<file path="config.mk">
export PLATFORM = sky130hd
export DESIGN_NAME = param_arbiter
export DESIGN_NICKNAME = d
export VERILOG_FILES = /design/src/rtl/param_arbiter.sv
export SDC_FILE = /design/constraint.sdc
export NUM_CORES = 1
export LEC_CHECK = 0
export CORE_ASPECT_RATIO = 0.8
export CORE_MARGIN = 2
export CORE_UTILIZATION = 35
export CTS_BUF_LIST = sky130_fd_sc_hd__clkbuf_8
export CTS_CLUSTER_DIAMETER = 80
export CTS_CLUSTER_SIZE = 24
export DETAILED_ROUTE_END_ITERATION = 10
export DONT_BUFFER_PORTS = 1
export SYNTH_ARGS = -nofsm -noshare
export SYNTH_HDL_FRONTEND = slang
export SYNTH_SLANG_ARGS = --single-unit
</file>
<file path="constraint.sdc">
create_clock -name clk -period 4.02 [get_ports clk]
set_input_delay 0.603 -clock clk [delete_from_list [all_inputs] [get_ports clk]]
set_output_delay 0.603 -clock clk [all_outputs]
set_load 0.01 [all_outputs]
</file>
<file path="src/rtl/param_arbiter.sv">
// Clocked N-requester arbiter with fixed-priority or round-robin selection.
// Grants are registered and held until released, with an optional hold timeout.
module param_arbiter #(
  parameter int N_REQ    = 4,
  parameter int RR_MODE  = 1,
  parameter int MAX_HOLD = 8,
  localparam int IW      = (N_REQ > 1) ? $clog2(N_REQ) : 1,
  localparam int HW      = (MAX_HOLD > 0) ? $clog2(MAX_HOLD + 1) : 1
) (
  input  logic             clk,
  input  logic             rst,
  input  logic [N_REQ-1:0] req,
  output logic [N_REQ-1:0] grant,
  output logic             grant_valid,
  output logic [IW-1:0]    grant_id,
  output logic             timeout
);

  typedef enum logic {S_IDLE, S_GRANT} state_t;

  state_t           state;
  logic [IW-1:0]    ptr;
  logic [HW-1:0]    hold;

  logic             win_found;
  logic [IW-1:0]    win_id;
  logic [N_REQ-1:0] win_onehot;
  logic [IW-1:0]    ptr_next;
  logic             other_pending;

  // Two passes give the wrap-around scan: indices at or above the pointer
  // first, then the rest. In fixed mode the first pass covers every index.
  always_comb begin
    // NOTE: every variable gets a default before any conditional write, so no latch is inferred.
    win_found  = 1'b0;
    win_id     = '0;
    win_onehot = '0;
    for (int i = 0; i < N_REQ; i++) begin
      if (!win_found && req[i] && (RR_MODE == 0 || i >= int'(ptr))) begin
        win_found = 1'b1;
        win_id    = IW'(i);
      end
    end
    for (int i = 0; i < N_REQ; i++) begin
      if (!win_found && req[i]) begin
        win_found = 1'b1;
        win_id    = IW'(i);
      end
    end
    if (win_found) win_onehot[win_id] = 1'b1;
  end

  assign ptr_next      = (win_id == IW'(N_REQ - 1)) ? '0 : win_id + 1'b1;
  assign other_pending = |(req & ~grant);

  // NOTE: all state and outputs use non-blocking assignments so every register samples pre-edge values.
  always_ff @(posedge clk) begin
    if (rst) begin
      state       <= S_IDLE;
      ptr         <= '0;
      hold        <= '0;
      grant       <= '0;
      grant_valid <= 1'b0;
      grant_id    <= '0;
      timeout     <= 1'b0;
    end else begin
      timeout <= 1'b0;
      case (state)
        S_IDLE: begin
          if (win_found) begin
            grant       <= win_onehot;
            grant_id    <= win_id;
            grant_valid <= 1'b1;
            hold        <= '0;
            state       <= S_GRANT;
            if (RR_MODE != 0) ptr <= ptr_next;
          end
        end
        S_GRANT: begin
          if (!req[grant_id]) begin
            grant       <= '0;
            grant_id    <= '0;
            grant_valid <= 1'b0;
            state       <= S_IDLE;
          end else if (MAX_HOLD > 0 && hold == HW'(MAX_HOLD - 1) && other_pending) begin
            grant       <= '0;
            grant_id    <= '0;
            grant_valid <= 1'b0;
            timeout     <= 1'b1;
            state       <= S_IDLE;
          end else if (MAX_HOLD > 0 && hold != HW'(MAX_HOLD)) begin
            hold <= hold + 1'b1;
          end
        end
        default: state <= S_IDLE;
      endcase
    end
  end

endmodule

</file>
; Word-level counts from Yosys, hierarchy flattened
; Cells that the tools add are included.
; Widths: inputs -> output; s select.
[op_classes]
n_mux = 42
magnitude_cmp = 6
eq_ne = 8
n_addsub = 2
n_bitwise = 4
reduce_logical = 24
[op_table]
columns = op, count
row1 = $mux 4, 7
row2 = $mux 2, 10
row3 = $mux 1, 18
row4 = $pmux 4 s2, 2
row5 = $logic_and 1x1->1, 12
row6 = $logic_not 1->1, 7
row7 = $lt 2x3->1 const B, 2
row8 = $add 4x1->4 const B, 1
row9 = $and 4x4->4, 1
row10 = $eq 4x3->1 const B, 1
row11 = $ge 1x2->1 const A, 2
row12 = $ne 2x1->1 const B, 2
row13 = $ne 2x2->1 const B, 2
row14 = $ne 4x4->1 const B, 1
row15 = $not 4->4, 1
row16 = $pmux 1 s2, 2
row17 = $pmux 2 s2, 1
row18 = $reduce_and 2->1, 2
row19 = $reduce_and 4->1, 1
row20 = $reduce_or 4->1, 1
row21 = $ne 3x2->1 const B, 1
row22 = $reduce_or 3->1, 1
row23 = $add 2x1->2 const B, 1
row24 = $bmux 1 s2, 1
row25 = 5 further kinds, 6
[word_totals]
output_inout_bits = 8
regBits = 15
inputBits = 6
word_cells = 93

; Depth between registers and ports, before layout
[depth]
depth_word = 32
mapped_depth = 7
mapped_depth_nobuf = 7

; Least setup slack after synthesis
; OpenSTA, ideal clock, no wires.
[synth_path]
path_kind = input port to flip-flop
start = input req[2]
end = register grant[0]
t_arrival_ns = 1.604
required_time_ns = 3.888
setup_ns = 0.132
stages = 6
setup_slack_ns = 2.283
n_path_buf = 0
cell_sequence = mux2_2 a221oi_4 inv_1 ha_1 nand2_1 a21oi_1
[synth_via]
elab_chain_len = 24
elab_cells_between_ends = 40
classes_between = order compare (2) / eq/ne (2) / mux (19) / bitwise (1) / reduce/logical (16)
[synth_lines]
columns = item, line
row1 = "start, declared", 12  ; input logic [N_REQ-1:0] req,
row2 = $logic_and 1x1->1 (2 in series), 39  ; if (!win_found && req[i] && (RR_MODE == 0 || i >= int'(ptr))) begin
row3 = $mux 1, 39
row4 = $logic_not 1->1, 39
row5 = $logic_and 1x1->1, 39
row6 = $mux 1, 39
row7 = $logic_not 1->1, 45  ; if (!win_found && req[i]) begin
row8 = $logic_and 1x1->1, 45
row9 = $mux 1, 45
row10 = [... 7 more ...], --
row11 = $logic_and 1x1->1, 45
row12 = $mux 2, 45
row13 = $lt 2x3->1 (not written as such) or $ge 2x1->1 (tied branches), 50  ; if (win_found) win_onehot[win_id] = 1'b1;
row14 = $logic_and 1x1->1 (not written as such), 50
row15 = $mux 1 (not written as such), 50
row16 = $demux 1 s2, 50
row17 = $mux 4, 70  ; if (win_found) begin
row18 = $pmux 4 s2, 68  ; case (state)
row19 = "end signal, assigned", 71  ; grant <= win_onehot;
row20 = "end, declared", 13  ; output logic [N_REQ-1:0] grant,
; Several ways; a longest one is shown, not always the timed one. The select of a mux whose other input is x is not followed.
; A chain may end at the register's enable or synchronous reset.

; Final worst setup path
[layout_path]
start = register ptr[1]
end = register grant[0]
[layout_via]
elab_chain_len = 32
elab_cells_between_ends = 44
classes_between = order compare (5) / eq/ne (1) / mux (19) / reduce/logical (19)
[layout_lines]
columns = item, line
row1 = "start, declared", 22  ; logic [IW-1:0] ptr;
row2 = "start signal, assigned", 76  ; if (RR_MODE != 0) ptr <= ptr_next;
row3 = $ge 1x2->1, 39
row4 = $logic_and 1x1->1, 39
row5 = $mux 1, 39
row6 = $logic_not 1->1, 39
row7 = $logic_and 1x1->1 (2 in series), 39
row8 = $mux 1, 39
row9 = $logic_not 1->1, 39
row10 = $logic_and 1x1->1 (2 in series), 39
row11 = [... 14 more ...], --
row12 = $logic_and 1x1->1, 45
row13 = $mux 2, 45
row14 = $lt 2x3->1 (not written as such) or $ge 2x1->1 (tied branches), 50
row15 = $logic_and 1x1->1 (not written as such), 50
row16 = $mux 1 (not written as such), 50
row17 = $demux 1 s2, 50
row18 = $mux 4, 70
row19 = $pmux 4 s2, 68
; Several ways; a longest one is shown, not always the timed one. The select of a mux whose other input is x is not followed.

==> summary.md <==
| Metric | Value |
|---|---|
| Total Power | approximately 380 uW |
| Diodes inserted | 0 |
| Avg WL per Cell | roughly 14 um |
| Post-synth EDFFs | 0 |
| Hold path start | rst |
| Worst r2r src | ptr[1] |
| Gr ovfl total | 0 |
| Yosys top cell area share | 32.7% |
| WHS Endpoint | grant[2] |
| Leakage | about 0.42 nW |
| FF/Latch Area | 300 sq um |
| Reg clk slew, reported paths | approximately 0.06 ns |
| Placed Area | 956 sq um |
| CP max FO | 6 |
| Worst-skew pair later-pin latency | approximately 0.25 ns |
| Fillers | roughly 250 |
| Synth Net Count | approximately 120 |
| GP Congestion | around 0.75 |
| Via density | about 5.2 |
| Post-CTS setup buffers | 0 |
| Boundary Pins | 14 |
| Post-Route WL | just under 2000 um |
| Ys async rst share | 0% |
| Worst-case clock buffer depth | 2 |
| Design area | around 1000 sq um |
| Slowest CP cell | dfxtp_1 |
| Die area | about 3100 sq um |
| Max Slew Vio Count | 0 |
| Worst path max stage delay | around 0.41 ns |
| CTS H-tree lvls | 1 |
| Distinct cells, synth | 34 |
| Synthesized area | approximately 920 sq um |
| Worst hold stages | 1 |
| Initial detailed-routing violation count | 15 |
| # setup viols final | 0 |
| Gr busiest metal | met1 |
| Post-CTS sizing | 0 |
| Leading cell types in the layout, fill and taps excluded | 15 x dfxtp_1, 13 x nand2_1, 10 x nor2_1, 10 x a21oi_1, 8 x inv_1 |
| Final HPWL DP | 1510 um |
| Critical path launch point type | register |
| Global-route wire length before repair | between 3000 and 4000 um |
| # DRC | 0 |
| RSZ-0062 raised after global routing | false |
| Sequential cell area fraction in the yosys report | 32.7% |
| Setup slack, reg-to-reg | ~2.3 ns |
| Starting Density | 37.3% |
| Leading area contributor after synthesis | dfxtp_1 |
| Sum of negative setup slack | 0 ns |
| Num Clock Sinks | 15 |
| I/O Buffers | 0 |
| Crit path kind | reg2reg |
| Area Growth Syn to Fin | 8.98% |
| Worst-Margin Slew | about 0.76 ns |
| Post-route minimum period | 1.75 ns |
| Worst reg-to-reg path cell count | 6 |
| Clk_skew | roughly 0.00089 ns |
| DR vias | around 740 |
| R2r endpoint | grant[0] |
| CORE AREA | 2460 sq um |
| Fraction of layout cells with a size suffix above 1 | 15.9% |
| CP Capture Type | register |
| Power Density | around 380 nW/um^2 |
| Post-synth top flop | dfxtp_1 |
| Num CTS Buffers | 3 |
| Status | complete, no violations |
| Slew HR | 49.0% |
| Mapped Avg Cell Area | just under 9 sq um |
| Vias in the first global route | ~700 |
| Worst vdd ir | 0.000150 V |
| Initial antenna violation count | 0 |
| Die H | around 50 um |
| Max Cap Viol | 0 |
| Largest net degree at the start of global routing | 16 |
| FF+latch count, synth | 15 |
| Gr usage total | 14.0% |
| Top post-synthesis cells by area | dfxtp_1 33%, ha_1 8.2%, a21oi_1 5.4%, nand2_1 5.3%, mux2_4 4.9% |
| CTS Root Cell | clkbuf_8 |
| Num rows | 16 |
| Critical-path cell list | mux2_2, a221oi_4, inv_1, ha_1, nand2_1, a21oi_1 |
| Routed Antenna Nets | 0 |
| Max Freq | approximately 570 MHz |
| Final Hold Viols | 0 |
| M3 GR Usage | under 10% |
| Hold crit path type | in2reg |
| Crit share post-route | roughly 44% |
| Drt pass-1 iters | 4 |
| CTS tree | yes |
| Yosys warns | 0 |
| Worst path arrival time | around 1.9 ns |
| Die width | slightly above 60 um |
| Grt met2 use | between 10% and 20% |
| Routing usage on met1 | just under 20% |
| Critical path required time | 4.16 ns |
| Cell count after synthesis | around 110 |
| Nets@finish | 120 |
| Area of the multi-input gates | 581 sq um |
| Commonest non-fill, non-tap cell in the layout | dfxtp_1 |
| Post-CTS Hold Buffers | 0 |
## cell families after synthesis
group                    after synthesis  share of synthesized area, %
AO/OA/AOI/OAI                         28                          23.9
XOR/XNOR                               1                         0.953
adder cells (fa/ha/maj)                6                          8.16
buffers and inverters                 10                          4.22
flip-flops                            15                          32.7
multiplexers                           7                          9.39
AND/OR/NAND/NOR                       38                          20.7
## layer usage
| layer | vias up | share of wire [%] |
|---|---|---|
| li1 | 365 | - |
| met1 | 348 | 47 |
| met2 | 20 | 45 |
| met3 | 6 | 5.6 |
| met4 | 0 | 2.2 |
| met5 | - | 0 |
## metrics by stage
step                      hold slack (ns)  instances  util, %  setup slack [ns]
after floorplan                     0.468        105        -              2.28
after global placement              0.504        139     38.8              2.19
after detailed placement            0.513        139     38.8              2.16
after CTS                           0.407        143     40.7              2.26
after global routing                0.400        143     40.7              2.18
final                               0.415        143     40.7              2.27
## state kept, by name, indices dropped and copies added, names as in the netlist
register,flops
grant,4
hold,4
grant_id,2
ptr,2
grant_valid,1
state,1
timeout,1
## layout make-up
cell class	count	area share [%]
clock inverter	1	0.499
sequential	15	30.0
tap	36	4.49
clock buffer	3	4.12
inverter	8	3.00
multi-input combinational	80	57.9
## synthesized netlist by cell type (all sizes together) (2+ instances only)
cell / count
nand3b: 2
nor3: 2
o21ai: 8
inv: 8
mux2i: 3
and2: 3
a21oi: 11
nand2b: 3
nor2: 10
dfxtp: 15
mux2: 4
ha: 6
nand2: 13
## where the power goes
| part | leakage [nW] | internal [mW] | switching (mW) | total [mW] |
|---|---|---|---|---|
| clock | 0.0255 | 0.0687 | 0.0547 | 0.123 |
| sequential | 0.123 | 0.161 | 0.0177 | 0.179 |
| combinational | 0.268 | 0.0365 | 0.0435 | 0.0800 |
| total | 0.417 | 0.267 | 0.116 | 0.383 |
## worst max-delay path by stage
| stage | startpoint | endpoint | slack (ns) | cells past startpoint |
|---|---|---|---|---|
| floorplan | req[2] | grant[0] | 2.28 | 6 |
| global placement | req[2] | grant[0] | 2.19 | 6 |
| detailed placement | req[2] | grant[0] | 2.16 | 6 |
| CTS | ptr[1] | grant[0] | 2.26 | 6 |
| global route | ptr[1] | grant[0] | 2.18 | 6 |
| finish | ptr[1] | grant[0] | 2.27 | 6 |
## critical path: cells and delay by family, from the launching register on
family / cells / cell delay, ns
DFF: 1 / 0.41
adders and majority gates: 1 / 0.22
buffers and inverters: 1 / 0.12
and+or+nand+nor: 1 / 0.06
muxes: 1 / 0.38
AOI/OAI and AO/OA: 2 / 0.45
No activity file was read; power rests on OpenSTA's default activity.
